===== src/rtl/excp_commit_ctrl_if.sv =====
// Commit-stage bundle: WB commit handshake, CSR exception/ertn update and the IF redirect.
// The slave side belongs to the commit controller; the master side is its environment.
interface excp_commit_ctrl_if #(
  parameter int COUNT_W = 16
);
  logic               wb_valid;
  logic [31:0]        wb_inst_pc;
  logic [4:0]         wb_excp_vec;
  logic [31:0]        wb_vaddr_in;
  logic               wb_ertn;
  logic               wb_ready;
  logic               interrupt;
  logic [31:0]        exception_entry;
  logic [31:0]        exception_return_entry;
  logic               wb_exception;
  logic [5:0]         wb_ecode;
  logic [8:0]         wb_esubcode;
  logic [31:0]        wb_pc;
  logic [31:0]        wb_vaddr;
  logic               ertn_flush;
  logic               pipe_flush;
  logic               redirect_valid;
  logic [31:0]        redirect_pc;
  logic               redirect_ready;
  logic [COUNT_W-1:0] event_count;

  modport slave (
    input  wb_valid, wb_inst_pc, wb_excp_vec, wb_vaddr_in, wb_ertn,
    input  interrupt, exception_entry, exception_return_entry, redirect_ready,
    output wb_ready, wb_exception, wb_ecode, wb_esubcode, wb_pc, wb_vaddr,
    output ertn_flush, pipe_flush, redirect_valid, redirect_pc, event_count
  );

  modport master (
    output wb_valid, wb_inst_pc, wb_excp_vec, wb_vaddr_in, wb_ertn,
    output interrupt, exception_entry, exception_return_entry, redirect_ready,
    input  wb_ready, wb_exception, wb_ecode, wb_esubcode, wb_pc, wb_vaddr,
    input  ertn_flush, pipe_flush, redirect_valid, redirect_pc, event_count
  );
endinterface


===== src/rtl/excp_commit_ctrl.sv =====
// Writeback commit controller: picks one exception/interrupt/ertn per instruction,
// pulses the CSR update, flushes the pipe and hands a redirect target to fetch.
module excp_commit_ctrl #(
  parameter int HOLDOFF = 2,
  parameter int COUNT_W = 16
) (
  input  logic              clk,
  input  logic              rst,
  excp_commit_ctrl_if.slave bus
);

  typedef enum logic [1:0] {
    IDLE     = 2'd0,
    COMMIT   = 2'd1,
    REDIRECT = 2'd2,
    HOLD     = 2'd3
  } state_t;

  localparam logic [3:0] HOLD_LAST = (HOLDOFF > 0) ? 4'(HOLDOFF - 1) : 4'd0;
  localparam logic [5:0] ECODE_INT = 6'h00;
  // Ecodes indexed by wb_excp_vec bit: ADEF, INE, SYS, BRK, ALE
  localparam logic [5:0] VEC_ECODE [5] = '{6'h08, 6'h0D, 6'h0B, 6'h0C, 6'h09};

  state_t             state_reg, state_next;
  logic               excp_reg;
  logic [5:0]         ecode_reg;
  logic [31:0]        pc_reg;
  logic [31:0]        vaddr_reg;
  logic [31:0]        redirect_pc_reg;
  logic [3:0]         hold_cnt_reg;
  logic [COUNT_W-1:0] count_reg;

  logic               accept;
  logic               has_excp;
  logic               has_event;
  logic               handshake;
  logic [4:0]         vec_first;
  logic [5:0]         ecode_term [5];
  logic [5:0]         sel_ecode;
  logic [31:0]        sel_vaddr;

  // One-hot of the highest-priority (lowest index) exception bit.
  genvar gi;
  generate
    for (gi = 0; gi < 5; gi++) begin : g_prio
      if (gi == 0) begin : g_first
        assign vec_first[gi] = bus.wb_excp_vec[0];
      end else begin : g_rest
        assign vec_first[gi] = bus.wb_excp_vec[gi] & ~(|bus.wb_excp_vec[gi-1:0]);
      end
      assign ecode_term[gi] = vec_first[gi] ? VEC_ECODE[gi] : 6'd0;
    end
  endgenerate

  assign has_excp  = bus.interrupt | (|bus.wb_excp_vec);
  assign has_event = has_excp | bus.wb_ertn;
  assign accept    = (state_reg == IDLE) && bus.wb_valid;
  assign handshake = (state_reg == REDIRECT) && bus.redirect_ready;

  always_comb begin
    sel_ecode = 6'd0;
    for (int i = 0; i < 5; i++) begin
      sel_ecode = sel_ecode | ecode_term[i];
    end
    if (bus.interrupt) begin
      sel_ecode = ECODE_INT;
    end
  end

  // BADV only carries an address for ADEF (fetch PC) and ALE (data address).
  always_comb begin
    sel_vaddr = 32'd0;
    if (!bus.interrupt) begin
      if (vec_first[0]) begin
        sel_vaddr = bus.wb_inst_pc;
      end else if (vec_first[4]) begin
        sel_vaddr = bus.wb_vaddr_in;
      end
    end
  end

  always_ff @(posedge clk or posedge rst) begin
    if (rst) begin
      state_reg <= IDLE;
    end else begin
      state_reg <= state_next;
    end
  end

  always_comb begin
    state_next = state_reg;
    case (state_reg)
      IDLE: begin
        if (accept && has_event) begin
          state_next = COMMIT;
        end
      end
      COMMIT: begin
        state_next = REDIRECT;
      end
      REDIRECT: begin
        if (bus.redirect_ready) begin
          state_next = (HOLDOFF > 0) ? HOLD : IDLE;
        end
      end
      HOLD: begin
        if (hold_cnt_reg == 4'd0) begin
          state_next = IDLE;
        end
      end
      default: state_next = IDLE;
    endcase
  end

  always_ff @(posedge clk or posedge rst) begin
    if (rst) begin
      excp_reg        <= 1'b0;
      ecode_reg       <= 6'd0;
      pc_reg          <= 32'd0;
      vaddr_reg       <= 32'd0;
      redirect_pc_reg <= 32'd0;
      hold_cnt_reg    <= 4'd0;
      count_reg       <= '0;
    end else begin
      if (accept && has_event) begin
        excp_reg  <= has_excp;
        ecode_reg <= sel_ecode;
        pc_reg    <= bus.wb_inst_pc;
        vaddr_reg <= sel_vaddr;
      end
      if (state_reg == COMMIT) begin
        redirect_pc_reg <= excp_reg ? bus.exception_entry : bus.exception_return_entry;
        if (count_reg != {COUNT_W{1'b1}}) begin
          count_reg <= count_reg + 1'b1;
        end
      end
      if (handshake) begin
        hold_cnt_reg <= HOLD_LAST;
      end else if ((state_reg == HOLD) && (hold_cnt_reg != 4'd0)) begin
        hold_cnt_reg <= hold_cnt_reg - 4'd1;
      end
    end
  end

  // Ready is masked by rst so every output reads 0 while reset is held.
  always_comb begin
    bus.wb_ready       = (state_reg == IDLE) && !rst;
    bus.wb_exception   = (state_reg == COMMIT) && excp_reg;
    bus.ertn_flush     = (state_reg == COMMIT) && !excp_reg;
    bus.pipe_flush     = (state_reg == COMMIT) || (state_reg == REDIRECT);
    bus.redirect_valid = (state_reg == REDIRECT);
    bus.redirect_pc    = 32'd0;
    bus.wb_ecode       = 6'd0;
    bus.wb_esubcode    = 9'd0;
    bus.wb_pc          = 32'd0;
    bus.wb_vaddr       = 32'd0;
    bus.event_count    = count_reg;
    if (state_reg == REDIRECT) begin
      bus.redirect_pc = redirect_pc_reg;
    end
    if ((state_reg == COMMIT) && excp_reg) begin
      bus.wb_ecode = ecode_reg;
      bus.wb_pc    = pc_reg;
      bus.wb_vaddr = vaddr_reg;
    end
  end

endmodule


===== src/flat_wrapper.sv =====
// flat-port wrapper written by rule: the top's interface ports become plain ports
module excp_commit_ctrl_flat 
#(
  parameter int HOLDOFF = 2,
  parameter int COUNT_W = 16
)
  (clk, rst, bus_wb_valid, bus_wb_inst_pc, bus_wb_excp_vec, bus_wb_vaddr_in, bus_wb_ertn, bus_interrupt, bus_exception_entry, bus_exception_return_entry, bus_redirect_ready, bus_wb_ready, bus_wb_exception, bus_wb_ecode, bus_wb_esubcode, bus_wb_pc, bus_wb_vaddr, bus_ertn_flush, bus_pipe_flush, bus_redirect_valid, bus_redirect_pc, bus_event_count);
  excp_commit_ctrl_if #(.COUNT_W(COUNT_W)) bus_i ();
  input  logic clk;
  input  logic rst;
  input wire logic [$bits(bus_i.wb_valid)-1:0] bus_wb_valid;
  input wire logic [$bits(bus_i.wb_inst_pc)-1:0] bus_wb_inst_pc;
  input wire logic [$bits(bus_i.wb_excp_vec)-1:0] bus_wb_excp_vec;
  input wire logic [$bits(bus_i.wb_vaddr_in)-1:0] bus_wb_vaddr_in;
  input wire logic [$bits(bus_i.wb_ertn)-1:0] bus_wb_ertn;
  input wire logic [$bits(bus_i.interrupt)-1:0] bus_interrupt;
  input wire logic [$bits(bus_i.exception_entry)-1:0] bus_exception_entry;
  input wire logic [$bits(bus_i.exception_return_entry)-1:0] bus_exception_return_entry;
  input wire logic [$bits(bus_i.redirect_ready)-1:0] bus_redirect_ready;
  output wire logic [$bits(bus_i.wb_ready)-1:0] bus_wb_ready;
  output wire logic [$bits(bus_i.wb_exception)-1:0] bus_wb_exception;
  output wire logic [$bits(bus_i.wb_ecode)-1:0] bus_wb_ecode;
  output wire logic [$bits(bus_i.wb_esubcode)-1:0] bus_wb_esubcode;
  output wire logic [$bits(bus_i.wb_pc)-1:0] bus_wb_pc;
  output wire logic [$bits(bus_i.wb_vaddr)-1:0] bus_wb_vaddr;
  output wire logic [$bits(bus_i.ertn_flush)-1:0] bus_ertn_flush;
  output wire logic [$bits(bus_i.pipe_flush)-1:0] bus_pipe_flush;
  output wire logic [$bits(bus_i.redirect_valid)-1:0] bus_redirect_valid;
  output wire logic [$bits(bus_i.redirect_pc)-1:0] bus_redirect_pc;
  output wire logic [$bits(bus_i.event_count)-1:0] bus_event_count;
  assign bus_i.wb_valid = bus_wb_valid;
  assign bus_i.wb_inst_pc = bus_wb_inst_pc;
  assign bus_i.wb_excp_vec = bus_wb_excp_vec;
  assign bus_i.wb_vaddr_in = bus_wb_vaddr_in;
  assign bus_i.wb_ertn = bus_wb_ertn;
  assign bus_i.interrupt = bus_interrupt;
  assign bus_i.exception_entry = bus_exception_entry;
  assign bus_i.exception_return_entry = bus_exception_return_entry;
  assign bus_i.redirect_ready = bus_redirect_ready;
  assign bus_wb_ready = bus_i.wb_ready;
  assign bus_wb_exception = bus_i.wb_exception;
  assign bus_wb_ecode = bus_i.wb_ecode;
  assign bus_wb_esubcode = bus_i.wb_esubcode;
  assign bus_wb_pc = bus_i.wb_pc;
  assign bus_wb_vaddr = bus_i.wb_vaddr;
  assign bus_ertn_flush = bus_i.ertn_flush;
  assign bus_pipe_flush = bus_i.pipe_flush;
  assign bus_redirect_valid = bus_i.redirect_valid;
  assign bus_redirect_pc = bus_i.redirect_pc;
  assign bus_event_count = bus_i.event_count;
  excp_commit_ctrl #(.HOLDOFF(HOLDOFF), .COUNT_W(COUNT_W)) u_core (.clk(clk), .rst(rst), .bus(bus_i));
endmodule

===== config.mk =====
export PLATFORM = sky130hd
export DESIGN_NAME = excp_commit_ctrl_flat
export DESIGN_NICKNAME = d
export VERILOG_FILES = /design/src/rtl/excp_commit_ctrl_if.sv /design/src/rtl/excp_commit_ctrl.sv /design/src/flat_wrapper.sv
export SDC_FILE = /design/constraint.sdc
export NUM_CORES = 1
export LEC_CHECK = 0
export CAP_MARGIN = 10
export CELL_PAD_IN_SITES_DETAIL_PLACEMENT = 1
export CELL_PAD_IN_SITES_GLOBAL_PLACEMENT = 2
export CORE_MARGIN = 3
export CORE_UTILIZATION = 25
export CTS_CLUSTER_DIAMETER = 30
export DETAILED_ROUTE_END_ITERATION = 10
export HOLD_SLACK_MARGIN = 0.06
export MAX_ROUTING_LAYER = met4
export PLACE_DENSITY = 0.92
export REMOVE_ABC_BUFFERS = 1
export SLEW_MARGIN = 10
export SYNTH_ARGS = -nofsm -noshare
export SYNTH_HDL_FRONTEND = slang
export SYNTH_SLANG_ARGS = --single-unit

===== constraint.sdc =====
create_clock -name clk -period 5 [get_ports clk]
set_input_delay 0.75 -clock clk [delete_from_list [all_inputs] [get_ports clk]]
set_output_delay 0.75 -clock clk [all_outputs]
set_load 0.1 [all_outputs]

## Yosys cells after proc, flatten, opt, wreduce, memory -nomap -nowiden

Cells that the tools add are included.

| storage, ports and cells | value |
|---|---|
| input port bits | 139 |
| bits in read-only memories | 0 |
| flip-flop bits (word level) | 125 |
| output and inout bits | 132 |
| memories kept | 0 |
| latch bits | 0 |
| memory bits (writable) | 0 |

| cells by class | value |
|---|---|
| $mul | 0 |
| $add $sub $neg | 2 |
| multiplexer cells | 20 |
| divide/modulo/power cells | 0 |
| equal/unequal tests | 7 |
| magnitude comparators | 0 |
| reduce and logical (&&, ||, !) cells | 20 |
| bitwise logic cells | 14 |
| shifts and indexed selects | 0 |

Operator list:

| kind | number |
|---|---|
| two-way mux 32 bit | 7 |
| two-way mux 4 bit | 7 |
| bitwise OR 6 bit | 4 |
| adder 16 x 1 -> 16 bit, second input constant | 1 |
| inequality test 16 bit, second input constant | 1 |
| two-way mux 6 bit | 2 |
| case mux 2 bit (4 select lines) | 1 |
| logical AND 1 bit | 7 |
| two-way mux 2 bit | 3 |
| OR reduction 5 bit | 1 |
| bitwise AND 1 bit | 4 |
| == test 2 bit, second input constant | 2 |
| logical NOT 4 bit | 1 |
| inequality test 2 bit, second input constant | 2 |
| inverter 1 bit | 4 |
| nonzero test 4 bit | 1 |
| OR reduction 4 bit | 1 |
| subtractor 4 x 1 -> 4 bit, second input constant | 1 |
| AND reduction 3 bit | 1 |
| OR reduction 3 bit | 1 |
| == test 2 x 1 -> 1 bit, second input constant | 1 |
| logical NOT 1 bit | 2 |
| logical NOT 2 bit | 1 |
| inequality test 2 x 1 -> 1 bit, second input constant | 1 |
| other kinds (5) | 6 |

## Depth between registers and ports, before layout

Gate-level depths: netlist (run 1).

| depth | value |
|---|---|
| word-level depth | 8 |
| mapped depth | 8 |
| gate-level depth less buffers | 6 |

## Least setup slack after synthesis (run 1)

Ideal clock, no wire load.

| timing path | value |
|---|---|
| path type | reg2out |
| start point | register u_core.state_reg[0] |
| end point | output bus_redirect_pc[20] |
| data arrival time | 2.631 ns |
| required time | 4.250 ns |
| slack | 1.619 ns |
| cell stages (with the launch flop) | 6 |
| path buffers | 2 |
| cell sequence | dfrtp_1 -> inv_1 -> ha_1 -> clkbuf_1 -> clkbuf_1 -> and2_1 |

| between the ends | value |
|---|---|
| longest elaborated chain between the ends | 2 |

Ends and longest elaborated chain:

| item | line | text |
|---|---|---|
| start: declaration | excp_commit_ctrl.sv:24 | `state_t state_reg, state_next;` |
| start signal: assignment | excp_commit_ctrl.sv:86 | `state_reg <= state_next;` |
| == test 2 bit | n/a |  |
| via bus_redirect_valid | flat_wrapper.sv:28 | `output wire logic [$bits(bus_i.redirect_valid)-1:0] bus_redirect_valid;` |
| two-way mux 32 bit | excp_commit_ctrl.sv:158 | `if (state_reg == REDIRECT) begin` |
| end: declaration | flat_wrapper.sv:29 | `output wire logic [$bits(bus_i.redirect_pc)-1:0] bus_redirect_pc;` |

The timed path passes the listed nets, and every way through them passes these cells.

## Final worst setup path (run 1)

| timing path | value |
|---|---|
| start point | register u_core.state_reg[0] |
| end point | output bus_redirect_pc[14] |

| between the ends | value |
|---|---|
| longest elaborated chain between the ends | 2 |

Ends and longest elaborated chain:

| item | line |
|---|---|
| == test 2 bit | excp_commit_ctrl.sv:158 |
| two-way mux 32 bit | excp_commit_ctrl.sv:158 |

No other way between the ends.

==> results of run 1 <==
==> cell families (layout without fill, tap and decap cells) <==
family,Yosys count,after routing,share of synthesized area (%)
and+or+nand+nor,228,228,19.39
buffers and inverters,71,307,5.697
xor gates and xnor gates,16,16,2.200
muxes,68,68,12.57
other,1,11,0.05888
adders and majority gates,7,7,1.375
AOI/OAI and AO/OA,111,111,10.37
DFF,123,123,48.33
==> power breakdown <==
group | total [mW] | switching (mW) | internal (mW)
combinational | 4.66 | 3.36 | 1.30
clock | 1.21 | 0.500 | 0.707
sequential | 1.82 | 0.355 | 1.46
total | 7.69 | 4.22 | 3.47
==> worst max-delay path: stages, from the launching register on <==
cell	delay, ns
dfrtp_1	0.43
inv_1	0.15
ha_1	0.88
and2_1	0.26
clkdlybuf4s50_1	1.16
==> layout make-up <==
cell class	count	area, µm²	area share [%]
multi-input combinational	441	2992	30.65
clock inverter	14	135.1	1.385
tap	324	405.4	4.154
timing repair buffer	266	2670	27.36
clock buffer	18	439.2	4.500
inverter	9	36.28	0.3718
sequential	123	3082	31.58
==> cell usage after synthesis, drive strengths merged <==
master,count
nand4,11
a32oi,1
dfrtp,123
nand2b,1
a31oi,1
or3,1
and4,3
xor2,3
clkbuf,33
nand3,10
inv,9
buf,29
nor4b,1
xnor2,13
or3b,1
a22oi,32
nand2,10
mux2,36
and2,34
a21oi,69
mux2i,32
conb,1
nor3,3
nor2,71
nor3b,1
o31ai,1
o21ai,4
a41oi,1
nor4,2
a221oi,1
and3,75
nor2b,4
ha,7
o211ai,1
==> layer usage <==
| metal | track usage (%) | part of all wire [%] | vias up |
|---|---|---|---|
| met5 | - | 0 | - |
| li1 | - | - | 2651 |
| met4 | 5.533 | 2.4 | 0 |
| met2 | 26.42 | 50 | 155 |
| met1 | 18.62 | 43 | 2721 |
| met3 | 3.408 | 4.1 | 32 |
==> stage by stage <==
step	worst slack, ns	TNS (ns)	hold WS, ns	total power [mW]	area, µm²
after floorplan	-1.175	-66.00	0.4638	5.376	6077
after global placement	1.286	0	0.4828	6.454	9185
after detailed placement	1.261	0	0.4870	6.545	9185
after CTS	0.8185	0	0.5041	7.794	9759
after global routing	0.7422	0	0.5200	8.091	9759
final	0.9412	0	0.5028	7.689	9759
==> final timing paths <==
check	slack, ns	cells after the start	end	start
min in group asynchronous	0.96	2	u_core.redirect_pc_reg[12]	rst
worst min register to register	0.50	1	u_core.pc_reg[3]	u_core.pc_reg[3]
worst max-delay path	0.94	4	bus_redirect_pc[14]	u_core.state_reg[0]
worst min-delay path	0.50	1	u_core.pc_reg[3]	u_core.pc_reg[3]
max in group asynchronous	3.15	3	u_core.vaddr_reg[16]	rst
worst max register to register	2.42	6	u_core.pc_reg[5]	u_core.state_reg[0]
==> results.txt, run 1 <==
status: finished, final reports clean
post-layout util: 39.55%
FF+latch count, synth: 123
Worst Skew: 0.009936 ns
layout filler cell count: 2797
period utilization: 81.18%
crit path DAT: 3.31 ns
Critical Path RT: 4.25 ns
largest net degree at the start of global routing: 85
Max Cap Viol: 0
Iteration-0 DRC Markers: 209
Critical Path Start Type: flop
fmax: 0.2464 GHz
number of cells after detailed placement: 1163
row cnt: 57
commonest non-fill, non-tap cell in the layout: clkdlybuf4s50_1
post-CTS setup buffers: 0
Nets: 1004
hold buffers post-CTS: 0
CTS tree: yes
Pre-Repair DR Iteration Count: 4
DR vias: 5559
RSZ-0062 raised after global routing: no
fin cells: 1195
layout cells sized above 1: 9.644%
Seq/Total Area, Yosys: 48.33%
final WL: 21.08 mm
die height: 165.6 µm
vias in the first global route: 6092
Crit Path Max Fanout: 34
Cell variety after synth: 40
Pleak: 4.229 nW
CORE AREA: 24680 µm²
ant diodes: 0
post_cts resized: 0
chip width: 165.6 µm
Mapped Area: 6369 µm²
H-tree Lvls: 4
GP Congestion: 0.7698
CTS sink cnt: 123
Synth top area share: 48.33%
Slew HR: 28.67%
DP Wirelength: 14.79 mm
main area contributors after synthesis: dfrtp_1, and3_1, a21oi_1
# port buffers: 259
Starting Density: 25.81%
initial antenna violation count: 0
Crit. End Element: output pin
DIE AREA: 27430 µm²
most frequent cells in the layout: clkdlybuf4s50_1, dfrtp_1, and3_1
Mapped Cells: 625
DR vias/cell: 4.652
Syn Area/Cell: 10.19 µm²
clock tree buffer depth: 2
antenna-violating nets left: 0
Slew @ Worst Pin: 1.070 ns
cts bufs inserted: 17
GRT Overall Usage: 15.69%
Worst-path clk slew: 0.06 ns
Power per Cell Area: 787.9 nW/µm²
critical path class: flop to output pin
total grt overflow: 0
first-pass GRT wire length: 34.08 mm
hold crit path type: flop to flop
Synth Warn #: 0
Slew Limit Fails: 0
Worst-Skew Late Latency: 0.41 ns
clock period minus worst slack: 4.059 ns
Synth area leader: dfrtp_1
synthesis-to-finish area growth: 53.24%
Root Driver: clkbuf_16
I/O pins: 271
VDD IR max: 0.3325 mV
final hold violations: 0
wire per inst: 17.64 µm
DRC Markers: 0
final setup fails: 0
Power figures use the tool's default switching activity.
==> run 2, diff against run 1 <==
--- a/config.mk
+++ b/config.mk
@@ -9,12 +9,12 @@
 export CELL_PAD_IN_SITES_DETAIL_PLACEMENT = 1
 export CELL_PAD_IN_SITES_GLOBAL_PLACEMENT = 2
 export CORE_MARGIN = 3
-export CORE_UTILIZATION = 25
+export CORE_UTILIZATION = 23
 export CTS_CLUSTER_DIAMETER = 30
 export DETAILED_ROUTE_END_ITERATION = 10
 export HOLD_SLACK_MARGIN = 0.06
 export MAX_ROUTING_LAYER = met4
-export PLACE_DENSITY = 0.92
+export PLACE_DENSITY = 0.9
 export REMOVE_ABC_BUFFERS = 1
 export SLEW_MARGIN = 10
 export SYNTH_ARGS = -nofsm -noshare
==> constraint.sdc (replaced) <==
create_clock -name clk -period 3.5 [get_ports clk]
set_input_delay 0.525 -clock clk [delete_from_list [all_inputs] [get_ports clk]]
set_output_delay 0.525 -clock clk [all_outputs]
set_load 0.1 [all_outputs]
==> results.txt, run 2 (synthesized netlist as in run 1, its figures left out) <==
status: finished, final reports clean
layout filler cell count: 3041
fmax: 0.3588 GHz
Worst-path clk slew: 0.06 ns
Root Driver: clkbuf_16
min-delay src: u_core.pc_reg[3]
final non-filler cell area: 9637 µm²
Nets: 1010
Post-Route M1 WL: 9.070 mm
Starting Density: 23.50%
Placed Area: 9022 µm²
CTS tree: yes
first-pass GRT wire length: 32.49 mm
Crit-path slowest cell: ha_4
WP buf/inv: 2
ant diodes: 0
hold buffers post-CTS: 0
critical path class: flop to output pin
vias in the first global route: 5961
most frequent cells in the layout: clkdlybuf4s50_1, dfrtp_1, buf_4
Max Cap Viol: 0
Slew HR: 32.27%
highest metal used: met4
Crit. End Element: output pin
CP top delay family: adder cells
Pre-Repair DR Iteration Count: 4
total grt overflow: 0
crit path from: u_core.state_reg[1]
final setup fails: 0
layout cells sized above 1: 22.03%
Reg area: 3082 µm²
Slew Limit Fails: 0
largest net degree at the start of global routing: 83
Slew @ Worst Pin: 1.013 ns
CORE AREA: 27100 µm²
DR vias/cell: 4.511
CP cell instances: inv_1 > ha_4 > and3_1 > buf_4
DRC Markers: 0
area of the multi-input gates: 2997 µm²
Iteration-0 DRC Markers: 251
commonest non-fill, non-tap cell in the layout: clkdlybuf4s50_1
antenna-violating nets left: 0
cts bufs inserted: 17
RSZ-0062 raised after global routing: no
chip width: 172.4 µm
period utilization: 79.64%
# port buffers: 259
clock period minus worst slack: 2.787 ns
Worst-Skew Late Latency: 0.41 ns
post_cts resized: 0
crit-path max cell delay: 0.66 ns
crit path DAT: 2.26 ns
met2 wire length: 10.91 mm
worst reg2reg startpoint: u_core.state_reg[0]
setup tns final: 0 ns
row cnt: 60
synthesis-to-finish area growth: 51.32%
GP Congestion: 0.7696
GRT Overall Usage: 14.38%
final hold violations: 0
clock tree buffer depth: 2
Crit Path Max Fanout: 77
hold crit path type: flop to flop
H-tree Lvls: 4
initial antenna violation count: 0
die height: 172.4 µm
Critical Path Start Type: flop
metal3 WL: 1.001 mm
CTS sink cnt: 123
Critical Path RT: 2.97 ns
post-CTS setup buffers: 0
final WL: 21.39 mm
wire per inst: 17.14 µm
Worst Skew: 0.007324 ns
DP Wirelength: 15.15 mm
DIE AREA: 29720 µm²
DR vias: 5630
I/O pins: 271
-- run 2: changes by cell type in the layout (fill, tap and decap cells not counted) --
cell             previous run  this run
buf_4                       5       117
clkinvlp_4                  4         3
inv_6                       6         2
bufinv_16                   1         4
buf_12                      2         1
clkinv_2                    1         4
nor2b_2                     1         0
inv_4                       1         0
clkbuf_1                    0         1
clkdlybuf4s50_1           259       154
nor2b_4                     0         1
clkinv_4                    2         0
-- run 2: final cells by class --
class,instances,share of cell area [%]
flip-flops and latches,123,31.98
multi-input cells,441,31.10
repair buffers,272,25.32
well taps,372,4.830
clock buffers,19,4.596
clock inverters,12,1.779
inverters,9,0.4025
-- run 2: worst register-to-register path, delay by kind of cell (launching register included) --
kind | cells | cell delay [ns]
muxes | 1 | 0.37
AOI/OAI and AO/OA | 1 | 0.50
adders and majority gates | 1 | 0.31
and+or+nand+nor | 1 | 0.18
buffers and inverters | 2 | 0.49
DFF | 1 | 0.43
-- run 2: layer usage --
| metal | global-route usage, % | up-vias |
|---|---|---|
| met4 | 4.998 | 0 |
| met1 | 17.12 | 2801 |
| li1 | - | 2660 |
| met2 | 24.08 | 145 |
| met5 | - | - |
| met3 | 3.178 | 24 |
-- run 2: stage by stage --
step / utilization (%) / hold WS (ns) / setup WS, ns / instances
floorplan: - / 0.4638 / -2.638 / 573
global placement: 33.29 / 0.4821 / 0.8906 / 1217
detailed placement: 33.29 / 0.4877 / 0.8529 / 1217
CTS: 35.56 / 0.5060 / 0.6499 / 1248
global route: 35.56 / 0.5191 / 0.4763 / 1248
finish: 35.56 / 0.5013 / 0.7127 / 1248
-- run 2: final timing paths --
path,to,slack (ns),depth (start not counted)
setup / recovery,bus_wb_pc[13],0.71,4
hold / removal,u_core.pc_reg[3],0.50,1
min in group asynchronous,u_core.redirect_pc_reg[27],0.63,2
setup reg to reg,u_core.pc_reg[7],1.10,6
max in group asynchronous,u_core.vaddr_reg[4],2.04,3
hold reg to reg,u_core.pc_reg[3],0.50,1
Power of run 2 is not shown: default switching activity piles up to over one toggle a cycle in this logic, so the estimate is an artifact.
==> run 3, diff against run 2 <==
--- a/config.mk
+++ b/config.mk
@@ -9,12 +9,12 @@
 export CELL_PAD_IN_SITES_DETAIL_PLACEMENT = 1
 export CELL_PAD_IN_SITES_GLOBAL_PLACEMENT = 2
 export CORE_MARGIN = 3
-export CORE_UTILIZATION = 23
+export CORE_UTILIZATION = 25
 export CTS_CLUSTER_DIAMETER = 30
 export DETAILED_ROUTE_END_ITERATION = 10
 export HOLD_SLACK_MARGIN = 0.06
 export MAX_ROUTING_LAYER = met4
-export PLACE_DENSITY = 0.9
+export PLACE_DENSITY = 0.92
 export REMOVE_ABC_BUFFERS = 1
 export SLEW_MARGIN = 10
 export SYNTH_ARGS = -nofsm -noshare
==> constraint.sdc (replaced) <==
create_clock -name clk -period 2.7 [get_ports clk]
set_input_delay 0.405 -clock clk [delete_from_list [all_inputs] [get_ports clk]]
set_output_delay 0.405 -clock clk [all_outputs]
set_load 0.1 [all_outputs]
==> results.txt, run 3 (synthesized netlist as in run 1, its figures left out) <==
Root Driver: clkbuf_16
crit path capture: bus_redirect_pc[15]
reg-to-reg endpoint: u_core.pc_reg[31]
clock period minus worst slack: 2.401 ns
Worst-path clk slew: 0.06 ns
post-CTS setup buffers: 0
period utilization: 88.93%
hold crit path type: primary input to asynchronous set/reset pin
Slew HR: 52.96%
Pleak: 4.817 nW
cts bufs inserted: 17
final hold violations: 0
antenna-violating nets left: 0
Crit Path Max Fanout: 38
DIE AREA: 27430 µm²
DP Wirelength: 16.19 mm
Slew @ Worst Pin: 0.7056 ns
initial antenna violation count: 2
Power per Cell Area: 1480 nW/µm²
final setup fails: 0
final WL: 22.12 mm
Iteration-0 DRC Markers: 294
worst reg2reg startpoint: u_core.state_reg[0]
CTS tree: yes
DRC Markers: 0
total power: 15.93 mW
number of cells after detailed placement: 1172
H-tree Lvls: 4
RSZ-0062 raised after global routing: no
Slew Limit Fails: 0
Worst-Skew Late Latency: 0.41 ns
# port buffers: 259
VDD IR max: 0.7419 mV
fmax: 0.4165 GHz
Pre-Repair DR Iteration Count: 4
largest net degree at the start of global routing: 73
Nets: 1013
GRT Overall Usage: 16.48%
row cnt: 57
post-layout util: 43.61%
die height: 165.6 µm
vias in the first global route: 6115
wire per inst: 18.34 µm
setup tns final: 0 ns
GP Congestion: 0.7784
DR vias: 5695
layout filler cell count: 2665
post_cts resized: 0
commonest non-fill, non-tap cell in the layout: clkdlybuf4s50_1
hold buffers post-CTS: 0
R2R Setup Slk: 0.38 ns
CORE AREA: 24680 µm²
I/O pins: 271
crit path DAT: 2.00 ns
total grt overflow: 0
most frequent cells in the layout: clkdlybuf4s50_1, dfrtp_1, buf_12
crit path from: u_core.state_reg[0]
first-pass GRT wire length: 35.45 mm
Max Cap Viol: 0
Critical Path RT: 2.30 ns
critical path class: flop to output pin
synthesis-to-finish area growth: 68.98%
Crit. End Element: output pin
worst r2r path cells: 6
Worst Skew: 0.006241 ns
Starting Density: 25.81%
fin cells: 1206
status: finished, final reports clean
CTS sink cnt: 123
Critical Path Start Type: flop
layout cells sized above 1: 23.98%
clock tree buffer depth: 2
DR vias/cell: 4.722
chip width: 165.6 µm
-- run 3: cell types whose count changed in the layout (fill, tap and decap cells not counted), moves of 2 or more --
| cell | delta |
|---|---|
| inv_6 | -2 |
| clkbuf_1 | +2 |
| clkdlybuf4s50_1 | -16 |
| buf_12 | +94 |
| clkinv_2 | -2 |
| diode_2 | +2 |
| clkinv_4 | +2 |
| buf_4 | -75 |
-- run 3: worst max-delay path: stages (launching register included) --
cell and delay [ns]:
dfrtp_1 0.43, inv_1 0.15, ha_1 0.19, buf_4 0.34, and2_1 0.25, buf_12 0.19
-- run 3: worst min path at each step --
stage | start | to | slack [ns] | cells after the start
floorplan | u_core.ecode_reg[3] | u_core.ecode_reg[3] | 0.46 | 2
global placement | u_core.bus.event_count[11] | u_core.bus.event_count[11] | 0.48 | 1
detailed placement | u_core.bus.event_count[11] | u_core.bus.event_count[11] | 0.49 | 1
CTS | rst | u_core.state_reg[0] | 0.41 | 2
global route | rst | u_core.state_reg[0] | 0.45 | 2
finish | rst | u_core.state_reg[0] | 0.40 | 2
-- run 3: final cells by class --
class | count | area, µm² | share of cell area, %
clock inverter | 11 | 192.7 | 1.790
tap | 324 | 405.4 | 3.767
sequential | 123 | 3082 | 28.64
clock buffer | 21 | 450.4 | 4.186
antenna | 2 | 5.005 | 0.04651
timing repair buffer | 275 | 3598 | 33.44
inverter | 9 | 36.28 | 0.3372
multi-input combinational | 441 | 2992 | 27.80
-- run 3: where the power goes --
group          switching, mW  internal, mW
combinational           6.61          3.47
sequential             0.617          2.71
clock                  0.857          1.66
total                   8.08          7.84
-- run 3: per-layer routing --
layer / vias up / wire length, µm / share of wire [%] / GRT usage, %
met5: - / 0 / 0 / -
met4: 0 / 551 / 2.5 / 6.401
met3: 31 / 1000 / 4.5 / 3.313
met2: 173 / 11530 / 52 / 28.17
met1: 2825 / 9040 / 41 / 19.11
li1: 2666 / - / - / -
-- run 3: per-stage QoR --
step | cell area (µm²) | hold WS (ns) | setup WS (ns)
4_1_cts | 10760 | 0.4054 | 0.2509
2_1_floorplan | 6077 | 0.4638 | -3.438
6_report | 10760 | 0.4038 | 0.2989
3_3_place_gp | 10110 | 0.4833 | 0.1771
3_5_place_dp | 10110 | 0.4866 | 0.1144
5_1_grt | 10760 | 0.4508 | 0.1643
